==> config.mk <==
export PLATFORM = sky130hd
export DESIGN_NAME = ifm_window_gen_flat
export DESIGN_NICKNAME = d
export VERILOG_FILES = /design/src/rtl/cnn_pkg.sv /design/src/rtl/ifm_window_gen_if.sv /design/src/rtl/line_buf.sv /design/src/rtl/ifm_window_gen.sv /design/src/flat_wrapper.sv
export SDC_FILE = /design/constraint.sdc
export NUM_CORES = 1
export LEC_CHECK = 0
export CORE_MARGIN = 4
export CORE_UTILIZATION = 50
export CTS_CLUSTER_DIAMETER = 50
export CTS_CLUSTER_SIZE = 10
export DETAILED_ROUTE_END_ITERATION = 10
export DONT_BUFFER_PORTS = 1
export GPL_ROUTABILITY_DRIVEN = 0
export GPL_TIMING_DRIVEN = 1
export HOLD_SLACK_MARGIN = 0.05
export SETUP_SLACK_MARGIN = 0.1
export SLEW_MARGIN = 20
export SYNTH_ARGS = -nofsm -noshare
export SYNTH_HDL_FRONTEND = slang
export SYNTH_SLANG_ARGS = --single-unit
==> constraint.sdc <==
create_clock -name clk -period 5.3 [get_ports clk]
set_input_delay 0.795 -clock clk [delete_from_list [all_inputs] [get_ports clk]]
set_output_delay 0.795 -clock clk [all_outputs]
set_load 0.01 [all_outputs]
==> src/rtl/cnn_pkg.sv <==
// rtl/cnn_pkg.sv - shared CNN constants and pixel type for the window generator
package cnn_pkg;

    localparam int WIN_K       = 3;
    localparam int PE_ARR_SIZE = WIN_K * WIN_K;
    localparam int PIX_W       = 8;

    typedef logic signed [PIX_W-1:0] pixel_t;

endpackage

==> src/rtl/ifm_window_gen_if.sv <==
// rtl/ifm_window_gen_if.sv - pixel-in / window-out bus of the window generator
//
// Signals:
//   pix_valid   pixel source -> generator, pix_input valid this cycle
//   pix_input   pixel source -> generator, signed raster-order pixel
//   win_valid   generator -> consumer, ifm_output holds a complete window
//   ifm_output  generator -> consumer, 3x3 window row-major, [0] top-left
//   frame_done  generator -> consumer, pulse after the last pixel of a frame
// Modports: master (pixel source / window sink), slave (the generator).
interface ifm_window_gen_if
    import cnn_pkg::*;
#(
    parameter int W = PIX_W,
    parameter int N = PE_ARR_SIZE
);

    logic                pix_valid;
    logic signed [W-1:0] pix_input;
    logic                win_valid;
    logic signed [W-1:0] ifm_output [N];
    logic                frame_done;

    modport master (
        output pix_valid,
        output pix_input,
        input  win_valid,
        input  ifm_output,
        input  frame_done
    );

    modport slave (
        input  pix_valid,
        input  pix_input,
        output win_valid,
        output ifm_output,
        output frame_done
    );

endinterface

==> src/rtl/line_buf.sv <==
// rtl/line_buf.sv - DEPTH-deep pixel shift buffer advancing only when en is high
//
// Ports:
//   clk   rising-edge clock
//   en    shift enable (accepted pixel)
//   din   pixel shifted in
//   dout  pixel shifted in DEPTH accepted pixels ago
// Storage is deliberately not reset: the generator's row counter keeps any
// stale content away from the outputs until it has been overwritten.
module line_buf #(
    parameter int WIDTH = 8,
    parameter int DEPTH = 8
) (
    input  logic                    clk,
    input  logic                    en,
    input  logic signed [WIDTH-1:0] din,
    output logic signed [WIDTH-1:0] dout
);

    logic signed [WIDTH-1:0] mem [DEPTH];

    always_ff @(posedge clk) begin
        if (en) begin
            mem[0] <= din;
            for (int i = 1; i < DEPTH; i++) begin
                mem[i] <= mem[i-1];
            end
        end
    end

    assign dout = mem[DEPTH-1];

endmodule

==> src/rtl/ifm_window_gen.sv <==
// rtl/ifm_window_gen.sv - 3x3 sliding-window generator over a raster pixel stream
//
// Ports:
//   clk   rising-edge clock
//   rst   asynchronous active-high reset
//   bus   ifm_window_gen_if.slave: pix_valid/pix_input in,
//         win_valid/ifm_output/frame_done out
// Optional build macro IFM_WIN_STRIDE2_EN: emit windows at stride 2 in both
// directions instead of stride 1; frame_done is unaffected.
module ifm_window_gen #(
    parameter int INPUT_IFM_WIDTH = cnn_pkg::PIX_W,
    parameter int IFM_COLS        = 8,
    parameter int IFM_ROWS        = 8,
    parameter int PE_ARR_SIZE     = cnn_pkg::PE_ARR_SIZE
) (
    input  logic           clk,
    input  logic           rst,
    ifm_window_gen_if.slave bus
);

    localparam int K  = cnn_pkg::WIN_K;
    localparam int CW = (IFM_COLS > 1) ? $clog2(IFM_COLS) : 1;
    localparam int RW = (IFM_ROWS > 1) ? $clog2(IFM_ROWS) : 1;
    localparam logic [CW-1:0] COL_LAST = CW'(IFM_COLS - 1);
    localparam logic [RW-1:0] ROW_LAST = RW'(IFM_ROWS - 1);

    typedef logic signed [INPUT_IFM_WIDTH-1:0] pix_t;

    logic [CW-1:0] col_cnt;
    logic [RW-1:0] row_cnt;
    logic          accept;
    logic          col_last;
    logic          row_last;
    logic          win_pos;
    pix_t          lb0_out;
    pix_t          lb1_out;
    pix_t          win_q [K][K];
    pix_t          win_d [K][K];

    assign accept   = bus.pix_valid;
    assign col_last = (col_cnt == COL_LAST);
    assign row_last = (row_cnt == ROW_LAST);

    // Line 0 holds the previous row, line 1 the row before it; chaining them
    // means each output lines up with the current column of older rows.
    line_buf #(
        .WIDTH (INPUT_IFM_WIDTH),
        .DEPTH (IFM_COLS)
    ) u_line0 (
        .clk  (clk),
        .en   (accept),
        .din  (bus.pix_input),
        .dout (lb0_out)
    );

    line_buf #(
        .WIDTH (INPUT_IFM_WIDTH),
        .DEPTH (IFM_COLS)
    ) u_line1 (
        .clk  (clk),
        .en   (accept),
        .din  (lb0_out),
        .dout (lb1_out)
    );

    // A window is complete only once two full rows and two columns of the
    // current frame precede the newest pixel; this also hides whatever the
    // line buffers still hold from an earlier frame.
    always_comb begin
        win_pos = (row_cnt >= RW'(2)) && (col_cnt >= CW'(2));
`ifdef IFM_WIN_STRIDE2_EN
        // (row-2) and (col-2) even is the same as row and col even.
        win_pos = win_pos && !row_cnt[0] && !col_cnt[0];
`endif
    end

    // Next window: shift every row left, new right column from the buffers.
    always_comb begin
        for (int r = 0; r < K; r++) begin
            for (int c = 0; c < K - 1; c++) begin
                win_d[r][c] = win_q[r][c+1];
            end
        end
        win_d[0][K-1] = lb1_out;
        win_d[1][K-1] = lb0_out;
        win_d[2][K-1] = bus.pix_input;
    end

    always_ff @(posedge clk or posedge rst) begin
        if (rst) begin
            col_cnt        <= '0;
            row_cnt        <= '0;
            bus.win_valid  <= 1'b0;
            bus.frame_done <= 1'b0;
            for (int r = 0; r < K; r++) begin
                for (int c = 0; c < K; c++) begin
                    win_q[r][c] <= '0;
                end
            end
            for (int i = 0; i < PE_ARR_SIZE; i++) begin
                bus.ifm_output[i] <= '0;
            end
        end else begin
            bus.win_valid  <= accept && win_pos;
            bus.frame_done <= accept && col_last && row_last;
            if (accept) begin
                if (col_last) begin
                    col_cnt <= '0;
                    row_cnt <= row_last ? '0 : row_cnt + RW'(1);
                end else begin
                    col_cnt <= col_cnt + CW'(1);
                end
                for (int r = 0; r < K; r++) begin
                    for (int c = 0; c < K; c++) begin
                        win_q[r][c] <= win_d[r][c];
                    end
                end
                // Output only moves on a real window so it holds otherwise.
                if (win_pos) begin
                    for (int r = 0; r < K; r++) begin
                        for (int c = 0; c < K; c++) begin
                            bus.ifm_output[r*K+c] <= win_d[r][c];
                        end
                    end
                end
            end
        end
    end

endmodule

==> src/flat_wrapper.sv <==
// flat-port wrapper written by rule: the top's interface ports become plain ports
module ifm_window_gen_flat import cnn_pkg::*;
#(
    parameter int INPUT_IFM_WIDTH = cnn_pkg::PIX_W,
    parameter int IFM_COLS        = 8,
    parameter int IFM_ROWS        = 8,
    parameter int PE_ARR_SIZE     = cnn_pkg::PE_ARR_SIZE
)
  (clk, rst, bus_pix_valid, bus_pix_input, bus_win_valid, bus_ifm_output, bus_frame_done);
  ifm_window_gen_if #(.W(PIX_W), .N(PE_ARR_SIZE)) bus_i ();
  input  logic clk;
  input  logic rst;
  input wire logic [$bits(bus_i.pix_valid)-1:0] bus_pix_valid;
  input wire logic [$bits(bus_i.pix_input)-1:0] bus_pix_input;
  output wire logic [$bits(bus_i.win_valid)-1:0] bus_win_valid;
  output wire logic [$bits(bus_i.ifm_output)-1:0] bus_ifm_output;
  output wire logic [$bits(bus_i.frame_done)-1:0] bus_frame_done;
  assign bus_i.pix_valid = bus_pix_valid;
  assign bus_i.pix_input = bus_pix_input;
  assign bus_win_valid = bus_i.win_valid;
  assign bus_ifm_output = {>>{bus_i.ifm_output}};
  assign bus_frame_done = bus_i.frame_done;
  ifm_window_gen #(.INPUT_IFM_WIDTH(INPUT_IFM_WIDTH), .IFM_COLS(IFM_COLS), .IFM_ROWS(IFM_ROWS), .PE_ARR_SIZE(PE_ARR_SIZE)) u_core (.clk(clk), .rst(rst), .bus(bus_i));
endmodule
# Word level (Yosys, flattened, before mapping)
# Memory sizes are Yosys's and may differ from the RTL's.
# Cells that the tools add are included.
[word_totals]
ff_bits = 128
ram_bits = 128
inputBits = 11
out_inout_bits = 74
wordCells = 37
memories = 2
[mem_list]
columns = ["memory", "depth", "word_bits", "read_ports", "rd_ports_with_merged_regs", "wr", "line_no", "text"]
rows = [
  ["u_core.u_line0.mem", 8, 8, 8, 0, 8, "line_buf.sv:20", "logic signed [WIDTH-1:0] mem [DEPTH];"],
  ["u_core.u_line1.mem", 8, 8, 8, 0, 8, "line_buf.sv:20", ""],
]
[classes]
addsub = 2
magnitude_cmp = 2
n_eq_ne = 2
n_mux = 4
reduce_logical = 6
[ops]
columns = ["cell", "n"]
rows = [
  ["adder 3 x 1 -> 3 bit (second input constant)", 2],
  ["equality test 3 bit (second input constant)", 2],
  ["greater-or-equal comparator 3 x 2 -> 1 bit (second input constant)", 2],
  ["two-way mux 3 bit", 2],
  ["logical AND 1 bit", 4],
  ["AND reduction 2 bit", 2],
  ["two-way mux 1 bit", 2],
]

# Depth between registers and ports, before layout
[depth]
depth_word = 3
mapped_depth = 6
depth_no_buf = 5

# Hierarchy
# Synthesis repeated with hierarchy kept, for this count alone.
[hier_totals]
cells_unflattened = 429
area_unflattened_um2 = 8868.5
[by_module_without_submodules]
columns = ["mod", "n_inst", "cells_per_inst", "area_per_inst_um2", "seq_area_each_um2"]
rows = [
  ["ifm_window_gen", 1, 285, 4904.7, 3203.1],
  ["line_buf", 2, 72, 1981.9, 1921.8],
]

# Least setup slack after synthesis
# No wires, ideal clock.
[synth_path]
path_type = "input to register"
startpoint = "input port bus_pix_valid"
endpoint = "register u_core.bus.ifm_output[59]"
setup_time_ps = 125
arrival_time_ps = 1711
required_ps = 5175
setup_slack_ps = 3465
cell_stages = 5
path_buffers = 2
cell_sequence = "buf_4 -> o21ai_2 -> nor2_8 -> buf_6 -> mux2_2"
[synth_via]
elab_chain_cells = 1
[synth_lines]
columns = ["item", "line_no", "text"]
rows = [
  ["start: declaration", "flat_wrapper.sv:13", "input wire logic [$bits(bus_i.pix_valid)-1:0] bus_pix_valid;"],
  ["AND reduction 2 bit (no source line)", "--", ""],
  ["end signal: indexed assignment", "ifm_window_gen.sv:122", "bus.ifm_output[r*K+c] <= win_d[r][c];"],
  ["end: declaration", "ifm_window_gen_if.sv:35", "output ifm_output,"],
]
# Every way passes these cells.
# A chain may end at the register's enable or synchronous reset.

# Worst setup path after layout
[layout_path]
startpoint = "register u_core.col_cnt[1]"
endpoint = "register u_core.bus.ifm_output[55]"
[layout_via]
elab_chain_cells = 3
[layout_lines]
columns = ["item", "line_no", "text"]
rows = [
  ["start: declaration", "ifm_window_gen.sv:29", "logic [CW-1:0] col_cnt;"],
  ["start signal: assignment", "ifm_window_gen.sv:111", "col_cnt <= col_cnt + CW'(1);"],
  ["greater-or-equal comparator 3 x 2 -> 1 bit", "ifm_window_gen.sv:70", "win_pos = (row_cnt >= RW'(2)) && (col_cnt >= CW'(2));"],
  ["logical AND 1 bit", "ifm_window_gen.sv:70", ""],
  ["AND reduction 2 bit (no source line)", "--", ""],
]
# Every way passes these cells.

==> qor.csv <==
metric;value;unit
cts_resized;0;
crit_required;5.71;ns
cts_max_level;1;
overflow;0;
timing.setup.tns;0;ns
mostFrequentLayoutCells;dfrtp_1 (128), edfxtp_1 (128), mux2_2 (87), mux2_4 (35), clkbuf_16 (33);
p_int;4.138;mW
syn_area;8842;um^2
relSlewSlack;36.34;%
slew_viol_final;0;
skew;0.01528;ns
yosys_warnings;0;
io_pins;85;
finalHoldViolCount;0;
timing.final.crit_share;48.90;%
drive_gt1_share;35.67;%
path_class;flop to flop;
numCtsBuffers;30;
cp-startpoint;u_core.col_cnt[1];
avgSynthCellArea;21.41;um^2
totalWireLength;12190;um
vdd_drop_max;0.0002716;V
clkPwrFrac;34.0;%
yosysTopAreaCellShare;43.47;%
yosys.area.top_type;edfxtp_1;
root_buffer;clkbuf_16;
ys_ff_latch;256;
critPathMaxStageDelay;0.73;ns
crit_family;simple AND/OR/NAND/NOR gates;
path_clk_slew;0.05;ns
rsz0062_at_grt;no;
hp-class;input pin to async pin;
start_util;51.12;%
port_buffers;0;
synthTopCellsByArea;edfxtp_1 (43%), dfrtp_1 (36%), mux2_2 (11%), mux2_4 (5.9%), buf_6 (0.89%);
period_needed;2.592;ns
dpl.hpwl;6590;um
comb_power_share;12.7;%
syn_inst;413;
fp.dieH;141.0;um
syn2layout_area_growth;12.55;%
drc;0;
cts_sinks;256;
ant_nets;0;
p_seq_share;53.4;%
grt_pass1_vias;3805;
power_density;554.0;nW/um^2
status;complete, no violations;
drt_iter0_drc;204;
endpoint_kind;flop;
die_x;141.0;um
r2r-start;u_core.col_cnt[1];
antenna_found_initial;0;
wl_per_cell;17.88;um
postCtsSetupBuffers;0;
nets;450;
p_switching;1.375;mW
synth_cell_types;20;
clockBufferDepth;3;
viasPerCell;5.117;
antenna_cells;0;
grt_pass1_wl;20100;um
finalSetupViolations;0;
p_sw_share;24.94;%
cp.arrival;3.00;ns
core;17300;um^2
placed_cell_area;9032;um^2
grt_usage;12.33;%
cts_tree;yes;
syn_nets;429;
leakage;3.916;nW
max_freq;0.3858;GHz
vias;3490;
die_area;19880;um^2
crit_buf_inv;1;
critPathLaunchType;flop;
worst_slew_pin_slew;0.9550;ns
fp-row-count;48;
yosysSeqAreaShare;79.69;%
cts_hold_buf;0;
max-cap-violations;0;
path_max_fanout;45;
dr.pass1.iters;4;
grt_max_degree;184;
crit_slowest_cell;nor2_8;
fin_area;9952;um^2
path_cells;ha_1 -> nor3_4 -> nor2_8 -> buf_4 -> mux2_2;
clk_latency;0.53;ns
final_util;57.54;%
path summary, 6_finish.rpt:
check | endpoint | slack [ns] | depth (start not counted)
hold reg to reg | u_core.u_line0.mem[1][28] | 0.40 | 0
min in group clk | u_core.u_line0.mem[0][4] | 0.36 | 0
hold / removal | u_core.bus.ifm_output[30] | 0.22 | 1
max in group asynchronous | u_core.bus.ifm_output[25] | 3.85 | 2
setup reg to reg | u_core.bus.ifm_output[55] | 2.71 | 5
setup / recovery | u_core.bus.ifm_output[55] | 2.71 | 5
routing by layer:
metal | part of all wire (%) | vias up | GRT usage, %
met1 | 44 | 1791 | 16.81
met2 | 44 | 98 | 17.94
met3 | 9.5 | 24 | 5.054
met4 | 2.2 | 0 | 4.640
li1 | - | 1577 | -
met5 | 0 | - | 0
stage by stage:
step	worst slack (ns)	power, mW	hold WS (ns)	std cells
final	2.708	5.513	0.2181	682
after global routing	2.570	5.800	0.2515	682
after CTS	2.686	5.609	0.2157	682
after detailed placement	2.511	3.703	0.4045	627
after global placement	2.604	3.650	0.4006	627
after floorplan	1.092	3.543	0.4003	413
cell usage after synthesis:
cell	n
ha_1	5
edfxtp_1	128
buf_6	7
mux2i_1	1
o21ai_0	2
and3_1	1
nor2_8	1
buf_2	5
mux2_4	35
buf_4	1
nor3_4	1
o21ai_2	1
mux2_2	87
nor3_1	1
a21o_1	1
nand2_1	3
inv_1	3
nand2b_1	1
dfrtp_1	128
nor2_1	1
cells by family (layout without fill, tap and decap cells):
group                      count (synthesis)  after routing  share of synthesized area (%)
AOI/OAI and AO/OA                          4              4                         0.2972
adders and majority gates                  5              5                         0.7075
buffers and inverters                     16             60                          1.387
DFF                                      256            256                          79.69
muxes                                    123            123                          17.14
and+or+nand+nor                            9              9                         0.7783
state kept, by name, indices dropped and copies added, names as in the netlist:
signal                 flops
u_core.col_cnt             3
u_core.u_line0.mem        64
u_core.bus.win_valid       1
u_core.row_cnt             3
u_core.u_line1.mem        64
u_core.win_d              48
u_core.bus.ifm_output     72
u_core.bus.frame_done      1
worst reg2reg max path: stages, from the launching register on:
cell and delay (ns):
dfrtp_1 0.45, ha_1 0.23, nor3_4 0.07, nor2_8 0.73, buf_4 0.59, mux2_2 0.41
power groups by stage:
stage | registers, mW | logic, mW | clock network [mW]
6_report | 2.94 | 0.699 | 1.87
2_1_floorplan | 2.87 | 0.672 | 0
4_1_cts | 2.96 | 0.715 | 1.93
3_5_place_dp | 2.99 | 0.714 | 0
3_3_place_gp | 2.97 | 0.676 | 0
5_1_grt | 3.01 | 0.768 | 2.02
final cells by class:
type,instances,area [um^2]
clock buffer,54,914.6
clock inverter,1,5.005
fill,1327,7345
inverter,3,16.27
multi-input combinational,141,1673
sequential,256,7047
tap,225,281.5
timing repair buffer,2,15.01
Note: power is estimated with default switching activity, not from simulation.
